===== src/rtl/timer_ctrl.sv =====
// timer_ctrl: prescaled up-counter with one-shot / periodic modes.
// States: IDLE -> RUN -> (PAUSE <-> RUN) -> DONE (one-shot) or loop in RUN (periodic).
// Configuration (mode, period, prescale) is captured only when a run is launched
// from IDLE or DONE, so the live inputs may change freely during a run.
//
// Control inputs are plain levels sampled on every rising clk edge; there is no
// valid/ready handshake. When several are high together, clr beats stop, and stop
// beats start. The current FSM state is exported on the state port for checkers.
module timer_ctrl #(
  parameter int WIDTH = 4,
  parameter int PW    = 4
) (
  input  logic             clk,
  input  logic             rst,
  input  logic             start,
  input  logic             stop,
  input  logic             clr,
  input  logic             mode,
  input  logic [WIDTH-1:0] period,
  input  logic [PW-1:0]    prescale,
  output logic [WIDTH-1:0] count,
  output logic [1:0]       state,
  output logic             busy,
  output logic             done,
  output logic             tick,
  output logic             err
);

  typedef enum logic [1:0] {
    ST_IDLE  = 2'd0,
    ST_RUN   = 2'd1,
    ST_PAUSE = 2'd2,
    ST_DONE  = 2'd3
  } state_t;

  state_t           state_q, state_d;
  logic [WIDTH-1:0] count_q, count_d;
  logic [PW-1:0]    presc_q, presc_d;
  logic             cfg_mode_q, cfg_mode_d;
  logic [WIDTH-1:0] cfg_period_q, cfg_period_d;
  logic [PW-1:0]    cfg_presc_q, cfg_presc_d;
  logic             tick_q, tick_d;
  logic             err_q, err_d;

  // Launch request: start accepted (stop not asserted) from IDLE or DONE.
  logic launch;
  // Launch request whose period is non-zero; a zero period is rejected with err.
  logic launch_ok;

  always_comb begin
    launch    = 1'b0;
    launch_ok = 1'b0;
    if (!clr && !stop && start && (state_q == ST_IDLE || state_q == ST_DONE)) begin
      launch    = 1'b1;
      launch_ok = (period != '0);
    end
  end

  // Next-state and datapath: hold by default, then apply clr > stop > start.
  always_comb begin
    state_d      = state_q;
    count_d      = count_q;
    presc_d      = presc_q;
    cfg_mode_d   = cfg_mode_q;
    cfg_period_d = cfg_period_q;
    cfg_presc_d  = cfg_presc_q;
    tick_d       = 1'b0;
    err_d        = 1'b0;

    if (clr) begin
      state_d = ST_IDLE;
      count_d = '0;
      presc_d = '0;
    end else if (launch) begin
      if (launch_ok) begin
        // Fresh run: capture the configuration and restart both counters.
        state_d      = ST_RUN;
        count_d      = '0;
        presc_d      = '0;
        cfg_mode_d   = mode;
        cfg_period_d = period;
        cfg_presc_d  = prescale;
      end else begin
        // Rejected start leaves state and count untouched (DONE keeps P).
        err_d = 1'b1;
      end
    end else begin
      unique case (state_q)
        ST_RUN: begin
          if (stop) begin
            // Freeze both counters; this edge neither advances nor ticks.
            state_d = ST_PAUSE;
          end else if (presc_q == cfg_presc_q) begin
            // Advance enable: prescaler wraps and the count moves.
            presc_d = '0;
            if (count_q == cfg_period_q) begin
              tick_d = 1'b1;
              if (cfg_mode_q) begin
                count_d = '0;
              end else begin
                state_d = ST_DONE;
              end
            end else begin
              // count < P here, so the increment can never wrap.
              count_d = count_q + WIDTH'(1);
            end
          end else begin
            presc_d = presc_q + PW'(1);
          end
        end
        ST_PAUSE: begin
          // Resume exactly where the run was frozen; no reload.
          if (!stop && start) begin
            state_d = ST_RUN;
          end
        end
        default: begin
          // IDLE and DONE hold unless a launch was handled above.
          state_d = state_q;
        end
      endcase
    end
  end

  // State, counters, captured configuration and the registered pulses.
  always_ff @(posedge clk or negedge rst) begin
    if (!rst) begin
      state_q      <= ST_IDLE;
      count_q      <= '0;
      presc_q      <= '0;
      cfg_mode_q   <= 1'b0;
      cfg_period_q <= '0;
      cfg_presc_q  <= '0;
      tick_q       <= 1'b0;
      err_q        <= 1'b0;
    end else begin
      state_q      <= state_d;
      count_q      <= count_d;
      presc_q      <= presc_d;
      cfg_mode_q   <= cfg_mode_d;
      cfg_period_q <= cfg_period_d;
      cfg_presc_q  <= cfg_presc_d;
      tick_q       <= tick_d;
      err_q        <= err_d;
    end
  end

  // Status outputs decoded straight from the registered state.
  always_comb begin
    state = state_q;
    count = count_q;
    busy  = (state_q == ST_RUN) || (state_q == ST_PAUSE);
    done  = (state_q == ST_DONE);
    tick  = tick_q;
    err   = err_q;
  end

endmodule


===== config.mk =====
export PLATFORM = sky130hd
export DESIGN_NAME = timer_ctrl
export DESIGN_NICKNAME = d
export VERILOG_FILES = /design/src/rtl/timer_ctrl.sv
export SDC_FILE = /design/constraint.sdc
export NUM_CORES = 1
export LEC_CHECK = 0
export ABC_AREA = 1
export BUFFER_PORTS_ARGS = -buffer_cell sky130_fd_sc_hd__buf_2
export CORE_ASPECT_RATIO = 1.25
export CORE_MARGIN = 1.5
export CORE_UTILIZATION = 55
export DETAILED_ROUTE_END_ITERATION = 12
export GPL_TIMING_DRIVEN = 0
export PLACE_DENSITY = 0.76
export SETUP_SLACK_MARGIN = 0.2
export SLEW_MARGIN = 10
export SYNTH_ARGS = -nofsm -noshare
export SYNTH_HDL_FRONTEND = slang
export SYNTH_SLANG_ARGS = --single-unit

===== constraint.sdc =====
create_clock -name clk -period 3.17 [get_ports clk]
set_input_delay 0.317 -clock clk [delete_from_list [all_inputs] [get_ports clk]]
set_output_delay 0.317 -clock clk [all_outputs]
set_load 0.02 [all_outputs]

==> metrics, run 1 <==
drt pass-1 iters=4; largest family of logic cells by synthesized area=simple AND/OR/NAND/NOR gates; Hold Startpoint=prescale[3]; Mapped Area=between 1000 and 1500 um2; Synth Net Count=about 180; FF-to-FF path depth=10; synth top area cells=dfrtp_1 (41%), nand2_1 (12%), inv_1 (6.1%), nor2_1 (4.9%), ha_1 (4.8%); vias in the first global route=1051; worst-path fanout max=5; Util after Layout=between 60% and 70%; Detailed Place HPWL=between 1500 and 2000 um; first-pass GRT wire length=~4300 um; Worst-Margin Slew=between 0.4 and 0.5 ns; Yosys top cell area share=40.5%; Crit Path Class=reg -> reg; CP most frequent cell=nand2_1; fin crit share=approximately 55%; biggest area consumer among synthesized cells=dfrtp_1; RSZ-0062 raised after global routing=no; Final ANT Viol Nets=0; CP Cell Sequence=inv_1 -> ha_1 -> nand3_4 -> nor2_4 -> nand2_2 -> inv_1 -> a21oi_1 -> nand2_1 -> nand2_1 -> nand2_1; Top Family by Delay on Critical Path=simple AND/OR/NAND/NOR gates; Congestion Overflow GR=0; leakage power=between 0.8 and 0.9 nW; Area Overhead vs Synth=14.7%; largest net degree at the start of global routing=22; status=finished clean; ys flop type=dfrtp_1; Max-cap violations=0; drt initial violations=17; Fmax achieved=between 0.5 and 0.6 GHz; Die ar.=approximately 2700 um2; DR vias=about 1100; htree depth=1; placed cell areas=1450 um2; Critical Path RT=about 3.4 ns; clock sink count=21; reg-to-reg setup timing slack=1.43 ns; ys async rst share=100%; drt via density=4.94; clock latency on the worst-skew pair=roughly 0.31 ns; R2R Path End=state[1]$_DFFE_PN0P_; min Tclk post-route=between 1.5 and 2 ns; footprint of the multi-input gates=656 um2; Max VDD drop=0.437 mV; synth warn=0; io pins=24; Reg clk slew, reported paths=approximately 0.11 ns; WP buf/inv=2; crit end category=flop; post-synthesis mux area share=between 2 and 3%; hold buffers post-CTS=1; Final GP Congestion=between 0.7 and 0.8; post-synthesis sequential area ratio=just over 40%; CTS resizes=0; layout cell share with drive strength beyond 1=around 27%; routed len/inst=around 10 um; Adder-Cell Fraction of Synth Area=roughly 4.8%; Final nets=about 210; synth cell count leaders=nand2_1 (43), dfrtp_1 (21), inv_1 (21); Core Region=between 2000 and 2500 um2; antenna violations before repair=0; Yosys reg bits=21; Residual DRC=0; final wirelength=2350 um; Die X=between 40 and 50 um; die height=between 50 and 60 um; Hold Path Depth=2; Global Route Usage Sum=a little over a fifth; Compound-Gate Fraction of Synth Area=6.27%; Max Clock Skew=approximately 0.0007 ns; Slew HR=69.4%; root buf cell=clkbuf_4; # setup viols final=0; CP max-delay cell=dfrtp_1; most common cell in the synthesized netlist=nand2_1; min-delay worst type=in -> reg; Core Rows=19; post-route setup TNS=0 ns; Cell variety after synth=27; max-slew violation count=0; Post-CTS Setup Repair Bufs=0; ant diodes=0; end of the worst hold path=cfg_presc_q[3]$_DFFE_PN0P_; post-synthesis simple-gate area fraction=34.8%; port buffer count=23; CTS buffer count=3; Syn Area/Cell=~7.9 um2; Starting Density=between 50% and 60%; Critical Path Max Stage Delay=between 0.4 and 0.5 ns; clock tree buffer depth=2; CTS tree=yes; post-route cell area=~1500 um2; sequential standard cell area=approximately 530 um2; startpoint type of the worst setup path=flop; CP arrival=1.96 ns; filler instances=205; reg-to-reg critical path startpoint=state[0]$_DFFE_PN0P_; Mapped Cells=between 150 and 200; Post-synth EDFFs=0; power per cell area=~780 nW/um2; Fin. Hold Viols=0; Post-Synth XOR/XNOR Area=under 10%
-- worst max-delay path by stage --
stage | end | cells after the start | slack, ns | start
floorplan | count[2]$_DFFE_PN0P_ | 11 | 1.48 | state[0]$_DFFE_PN0P_
global placement | count[0]$_DFFE_PN0P_ | 11 | 1.53 | state[0]$_DFFE_PN0P_
detailed placement | state[1]$_DFFE_PN0P_ | 10 | 1.43 | state[0]$_DFFE_PN0P_
CTS | state[1]$_DFFE_PN0P_ | 10 | 1.41 | state[0]$_DFFE_PN0P_
global route | state[1]$_DFFE_PN0P_ | 10 | 1.28 | state[0]$_DFFE_PN0P_
finish | state[1]$_DFFE_PN0P_ | 10 | 1.43 | state[0]$_DFFE_PN0P_
-- per-stage QoR --
| step | hold WS [ns] | setup WS [ns] | instances | total power, mW |
|---|---|---|---|---|
| after floorplan | 0.0214 | 1.48 | 165 | 0.896 |
| after global placement | 0.292 | 1.53 | 219 | 1.00 |
| after detailed placement | 0.295 | 1.43 | 219 | 1.04 |
| after CTS | 0.205 | 1.41 | 224 | 1.17 |
| after global routing | 0.194 | 1.28 | 224 | 1.27 |
| final | 0.209 | 1.43 | 224 | 1.16 |
-- power by group --
group | leakage (nW) | switching, mW | internal, mW
registers | 0.269 | 0.0963 | 0.363
logic | 0.542 | 0.354 | 0.217
clock network | 0.0150 | 0.0815 | 0.0493
-- registers in the layout, indices dropped and copies added (netlist names) --
name	cells
state	2
count	4
err	1
cfg_period_q	4
cfg_mode_q	1
tick	1
presc_q	4
cfg_presc_q	4
-- final cells by class --
class | instances | area share, %
buffer | 1 | 0.336
timing repair buffer | 24 | 8.41
sequential | 21 | 35.3
inverter | 29 | 7.49
multi-input combinational | 114 | 44.1
tap | 31 | 2.61
clock buffer | 4 | 1.77
-- worst register-to-register path, stage by stage, from the launching register on --
cell and delay, ns:
dfrtp_1 0.44, inv_1 0.06, ha_1 0.34, nand3_4 0.12
nor2_4 0.04, nand2_2 0.08, inv_1 0.06, a21oi_1 0.23
nand2_1 0.12, nand2_1 0.08, nand2_1 0.06
-- placed cells by master (no fill, tap or decap), types with 2 or more instances in the layout --
master    Yosys  layout
a21oi_1       5       5
buf_2         1      24
clkbuf_4      0       3
dfrtp_1      21      21
ha_1          5       5
inv_1        21      21
inv_2         7       7
mux2_1        3       3
nand2_1      43      43
nand2_2       6       6
nand2_4       2       2
nand3_1      11      11
nand3_4       2       2
nor2_1       17      17
nor2_2        2       2
nor2_4        2       2
o21ai_1       5       5
xor2_1        2       2
-- layer usage --
layer / track usage [%] / up-vias / wire (um)
met3: 2.85 / 5 / 94
met5: 0 / - / 0
met1: 27.8 / 511 / 989
met4: 9.80 / 0 / 53
li1: - / 566 / -
met2: 35.5 / 25 / 1210
-- cell families after synthesis --
| group | after synthesis |
|---|---|
| AND/OR/NAND/NOR | 90 |
| multiplexers | 3 |
| buffers and inverters | 30 |
| AO/OA/AOI/OAI | 13 |
| adder cells (fa/ha/maj) | 5 |
| flip-flops | 21 |
| XOR/XNOR | 3 |
(Power assumes the default switching activity.)
==> run 2, diff against run 1 <==
--- a/config.mk
+++ b/config.mk
@@ -5,14 +5,14 @@
 export SDC_FILE = /design/constraint.sdc
 export NUM_CORES = 1
 export LEC_CHECK = 0
-export ABC_AREA = 1
+export ABC_AREA = 0
 export BUFFER_PORTS_ARGS = -buffer_cell sky130_fd_sc_hd__buf_2
 export CORE_ASPECT_RATIO = 1.25
 export CORE_MARGIN = 1.5
-export CORE_UTILIZATION = 55
+export CORE_UTILIZATION = 53
 export DETAILED_ROUTE_END_ITERATION = 12
 export GPL_TIMING_DRIVEN = 0
-export PLACE_DENSITY = 0.76
+export PLACE_DENSITY = 0.75
 export SETUP_SLACK_MARGIN = 0.2
 export SLEW_MARGIN = 10
 export SYNTH_ARGS = -nofsm -noshare
==> constraint.sdc (replaced) <==
create_clock -name clk -period 1.7 [get_ports clk]
set_input_delay 0.17 -clock clk [delete_from_list [all_inputs] [get_ports clk]]
set_output_delay 0.17 -clock clk [all_outputs]
set_load 0.02 [all_outputs]
==> metrics, run 2 <==
Critical Path Max Stage Delay=roughly 0.45 ns; htree depth=1; filler instances=~130; Hold Startpoint=prescale[2]; placed cell areas=roughly 1300 um2; Slew HR=62.7%; max-slew violation count=0; startpoint type of the worst setup path=flop; die height=approximately 55 um; Critical Path RT=approximately 1.9 ns; reg-to-reg setup timing slack=-0.05 ns; Die ar.=2430 um2; root buf cell=clkbuf_4; Adder-Cell Fraction of Synth Area=5.52%; Max VDD drop=0.879 mV; clock latency on the worst-skew pair=about 0.3 ns; most common cell in the synthesized netlist=dfrtp_1; vias in the first global route=884; post-synthesis sequential area ratio=between 40% and 50%; clock tree buffer depth=2; synth cell count leaders=dfrtp_1 (21), nand2_1 (11), inv_1 (8), mux2_2 (8), xnor2_1 (8); RSZ-0062 raised after global routing=yes; commonest non-fill, non-tap cell in the layout=buf_2; io pins=24; antenna violations before repair=0; Mapped Area=1130 um2; CP max-delay cell=dfrtp_2; reg-to-reg critical path startpoint=state[1]$_DFFE_PN0P_; Synth Net Count=126; Max Clock Skew=approximately 0.008 ns; layout cell share with drive strength beyond 1=a little under half; biggest area consumer among synthesized cells=dfrtp_1; crit end category=flop; post-route cell area=between 1000 and 1500 um2; post-synthesis mux area share=under 10%; Core Rows=18; Top Family by Delay on Critical Path=compound AO/OA/AOI/OAI gates; Compound-Gate Fraction of Synth Area=between 10% and 20%; Syn Area/Cell=10.6 um2; total power draw=2.15 mW; Post-synth EDFFs=0; Max-cap violations=0; Starting Density=56.6%; ys flop type=dfrtp_1; Hold Path Depth=2; Detailed Place HPWL=between 1500 and 2000 um; largest family of logic cells by synthesized area=simple AND/OR/NAND/NOR gates; Die X=44.4 um; final wirelength=around 2400 um; placed cells=150; Fin. Hold Viols=0; Final nets=approximately 160; min Tclk post-route=about 1.8 ns; Worst-Margin Slew=~0.55 ns; ant diodes=0; Core Region=2000 um2; WP buf/inv=0; post-synthesis simple-gate area fraction=between 10% and 20%; synth top area cells=dfrtp_1 (46%), mux2_2 (7.9%), xnor2_1 (6.2%), ha_1 (5.5%), nand2_1 (3.6%); Mapped Cells=107; CP Cell Sequence=ha_4 -> a21oi_2 -> a311oi_2 -> or2_4 -> nand2_2 -> a221o_1; Cell variety after synth=35; status=complete, but fails checks; failing checks=design-rule violations, negative setup slack; synth warn=0; worst hold slack=about 0.087 ns; port buffer count=23; first-pass GRT wire length=a little under 4000 um; power per cell area=between 1000 and 1500 nW/um2; ys async rst share=100%; largest net degree at the start of global routing=22; routed len/inst=between 10 and 15 um; Yosys top cell area share=46.4%; post-route setup TNS=-0.105 ns; Finished Layout Cells=around 160; Yosys reg bits=21; Area Overhead vs Synth=32.1%; fin crit share=103%; setup slack after layout=-0.0527 ns; drt initial violations=15; Final ANT Viol Nets=0; end of the worst hold path=cfg_presc_q[2]$_DFFE_PN0P_; Residual DRC=3; R2R Path End=count[2]$_DFFE_PN0P_; # setup viols final=3; Crit Path Class=reg -> reg; clock sink count=21; drt pass-1 iters=10; DR vias=between 900 and 1000; CP arrival=1.94 ns; Post-Synth XOR/XNOR Area=about 6.2%; Global Route Usage Sum=between 20% and 30%; CTS tree=yes; most frequent cells in the layout=buf_2 (23), dfrtp_1 (18), xnor2_1 (8); Congestion Overflow GR=0; FF-to-FF path depth=6; Fmax achieved=~0.57 GHz; worst-path fanout max=5; leakage power=between 0.7 and 0.8 nW; Reg clk slew, reported paths=between 0.1 and 0.15 ns; Final GP Congestion=0.765; min-delay worst type=in -> reg; drt via density=~5.7; CTS buffer count=3
-- run 2: what timing repair did --
item,in CTS,in global routing
gates resized for setup,15,7
pin swaps,10,4
hold endpoints to repair,21,0
buffers inserted,9,0
hold buffers,1,0
gates cloned,0,0
setup endpoints to repair,19,20
-- run 2: worst max path at each step --
| stage | startpoint | endpoint | slack (ns) | cells past startpoint |
|---|---|---|---|---|
| final | state[1]$_DFFE_PN0P_ | count[2]$_DFFE_PN0P_ | -0.05 | 6 |
| after global placement | state[1]$_DFFE_PN0P_ | presc_q[3]$_DFFE_PN0P_ | -0.07 | 6 |
| after CTS | state[1]$_DFFE_PN0P_ | count[2]$_DFFE_PN0P_ | -0.05 | 6 |
| after global routing | state[1]$_DFFE_PN0P_ | presc_q[3]$_DFFE_PN0P_ | -0.12 | 6 |
| after floorplan | state[0]$_DFFE_PN0P_ | state[0]$_DFFE_PN0P_ | -0.04 | 7 |
| after detailed placement | state[1]$_DFFE_PN0P_ | presc_q[3]$_DFFE_PN0P_ | -0.11 | 6 |
-- run 2: power by group --
group          total, mW  switching (mW)  internal [mW]
logic               1.10           0.528          0.574
clock network      0.236           0.144         0.0915
registers          0.814           0.154          0.660
-- run 2: per-layer routing --
layer  share of wire (%)  GRT usage [%]  vias up  wire [um]
met5                   0              0        -          0
met1                  44           27.7      450       1040
met4                 2.1           11.6        0         50
met3                 2.9           2.31        6         69
met2                  51           40.0       21       1220
li1                    -              -      459          -
-- run 2: cells by family after synthesis --
family                     count (synthesis)
xor gates and xnor gates                   8
adders and majority gates                  5
and+or+nand+nor                           38
buffers and inverters                      8
DFF                                       21
muxes                                      9
AOI/OAI and AO/OA                         18
-- run 2: cell type report --
class | instances | area [um2] | share of cell area (%)
Multi-Input combinational cell | 78 | 687 | 45.9
Sequential cell | 21 | 529 | 35.3
Timing Repair Buffer | 33 | 200 | 13.4
Inverter | 8 | 30.0 | 2.01
Clock buffer | 4 | 26.3 | 1.75
Tap cell | 20 | 25.0 | 1.67
-- run 2: per-stage QoR --
step	setup slack [ns]	util, %
final	-0.0527	74.7
after global routing	-0.125	74.7
after CTS	-0.0485	73.7
after detailed placement	-0.111	65.7
after global placement	-0.0718	65.7
after floorplan	-0.0414	-
==> run 3, diff against run 2 <==
--- a/config.mk
+++ b/config.mk
@@ -6,7 +6,7 @@
 export NUM_CORES = 1
 export LEC_CHECK = 0
 export ABC_AREA = 0
-export BUFFER_PORTS_ARGS = -buffer_cell sky130_fd_sc_hd__buf_2
+export BUFFER_PORTS_ARGS = -buffer_cell sky130_fd_sc_hd__buf_4
 export CORE_ASPECT_RATIO = 1.25
 export CORE_MARGIN = 1.5
 export CORE_UTILIZATION = 53
==> metrics, run 3 (same netlist as run 2, synthesis figures left out) <==
Max Clock Skew=approximately 0.0036 ns; Fmax achieved=between 0.5 and 0.6 GHz; min Tclk post-route=1.81 ns; first-pass GRT wire length=about 4300 um; Final nets=169; RSZ-0062 raised after global routing=yes; busiest grt layer=met2; Fin. Hold Viols=0; clock sink count=21; Global Route Usage Sum=approximately 25%; footprint of the multi-input gates=712 um2; htree depth=1; power per cell area=1450 nW/um2; startpoint type of the worst setup path=flop; CP Cell Sequence=ha_4 -> a21oi_2 -> a311oi_2 -> or2_4 -> nand2_2 -> a221o_1; Worst-Margin Slew=around 0.66 ns; max-slew violation count=0; status=complete, but fails checks; Reg clk slew, reported paths=0.11 ns; DR vias=~960; CP max-delay cell=dfrtp_2; most frequent cells in the layout=buf_4 (35), dfrtp_1 (19), xnor2_1 (7), nand2_1 (7); # setup viols final=7; clock tree buffer depth=2; routed len/inst=~16 um; post-route setup TNS=-0.354 ns; final wirelength=between 2000 and 3000 um; M3 GR Usage=3.96%; sequential standard cell area=528 um2; Max-cap violations=0; min-delay worst type=in -> reg; Detailed Place HPWL=1720 um; Core Region=2000 um2; layout cell share with drive strength beyond 1=between 40% and 50%; fin crit share=106%; leakage power=slightly below 0.8 nW; largest net degree at the start of global routing=22; total power draw=2.35 mW; worst hold slack=slightly below 0.08 ns; drt via density=roughly 5.7; filler instances=between 100 and 150; commonest non-fill, non-tap cell in the layout=buf_4; worst-path fanout max=4; Core Rows=18; CP arrival=around 2.0 ns; Area Overhead vs Synth=42.6%; CTS buffer count=3; Top Family by Delay on Critical Path=compound AO/OA/AOI/OAI gates; port buffer count=23; Final GP Congestion=a little under 0.8; Critical Path RT=around 1.9 ns; ant diodes=0; Starting Density=56.6%; Critical Path Max Stage Delay=0.45 ns; die height=approximately 55 um; io pins=24; failing checks=negative setup slack; grt met2 use=~47%; Slew HR=a little under three fifths; Crit Path Class=reg -> reg; WP buf/inv=0; root buf cell=clkbuf_4; Die ar.=~2400 um2; Residual DRC=0; CTS tree=yes; clock latency on the worst-skew pair=roughly 0.3 ns; crit end category=flop; antenna violations before repair=0; Congestion Overflow GR=0; vias in the first global route=974; setup slack after layout=-0.107 ns; Util after Layout=about four fifths; Final ANT Viol Nets=0; drt pass-1 iters=5; drt initial violations=12; Die X=~44 um; Max VDD drop=0.993 mV; reg-to-reg setup timing slack=-0.11 ns; met1 global-route usage=a little over a quarter
run 3: repair_timing:
action                                  in CTS  in global routing
endpoints found under the setup margin      19                 20
hold endpoints to repair                    21                  0
pin swaps                                   12                  2
setup buffers                               13                  1
hold buffers                                 1                  0
resized for setup                           22                  2
gates cloned                                 0                  0
run 3: metal layers:
metal / wire length [um] / part of all wire, % / up-vias
li1: - / - / 469
met1: 1080 / 41 / 458
met2: 1460 / 55 / 22
met3: 64 / 2.4 / 7
met4: 48 / 1.8 / 0
met5: 0 / 0 / -
run 3: through the flow:
step | cells | setup slack, ns | instance area (um2)
floorplan | 107 | -0.0414 | 1180
global placement | 150 | -0.0815 | 1370
detailed placement | 150 | -0.119 | 1370
CTS | 168 | -0.0753 | 1600
global route | 169 | -0.151 | 1620
finish | 169 | -0.107 | 1620
run 3: final cells by class:
class / count / area share [%]
inverter: 8 / 1.86
multi-input combinational: 78 / 44.0
sequential: 21 / 32.7
timing repair buffer: 38 / 18.3
tap: 20 / 1.55
clock buffer: 4 / 1.63
run 3: power breakdown:
group | internal [mW] | total, mW | switching (mW) | leakage, nW
sequential | 0.660 | 0.819 | 0.159 | 0.270
combinational | 0.708 | 1.29 | 0.579 | 0.487
clock | 0.0916 | 0.239 | 0.148 | 0.0150
total | 1.46 | 2.35 | 0.886 | 0.772
run 3: worst reg2reg max path, cell delays in order, from the launching register on:
cell,delay [ns]
dfrtp_2,0.45
ha_4,0.31
a21oi_2,0.07
a311oi_2,0.28
or2_4,0.20
nand2_2,0.04
a221o_1,0.34
run 3: path summary, 6_finish.rpt:
check	cells past startpoint	from	to
max reg2reg	6	state[1]$_DFFE_PN0P_	count[2]$_DFFE_PN0P_
min	3	period[2]	cfg_period_q[2]$_DFFE_PN0P_
max	6	state[1]$_DFFE_PN0P_	count[2]$_DFFE_PN0P_
max in group asynchronous	2	rst	state[0]$_DFFE_PN0P_
min in group asynchronous	2	rst	cfg_mode_q$_DFFE_PN0P_
min reg2reg	2	cfg_period_q[2]$_DFFE_PN0P_	cfg_period_q[2]$_DFFE_PN0P_
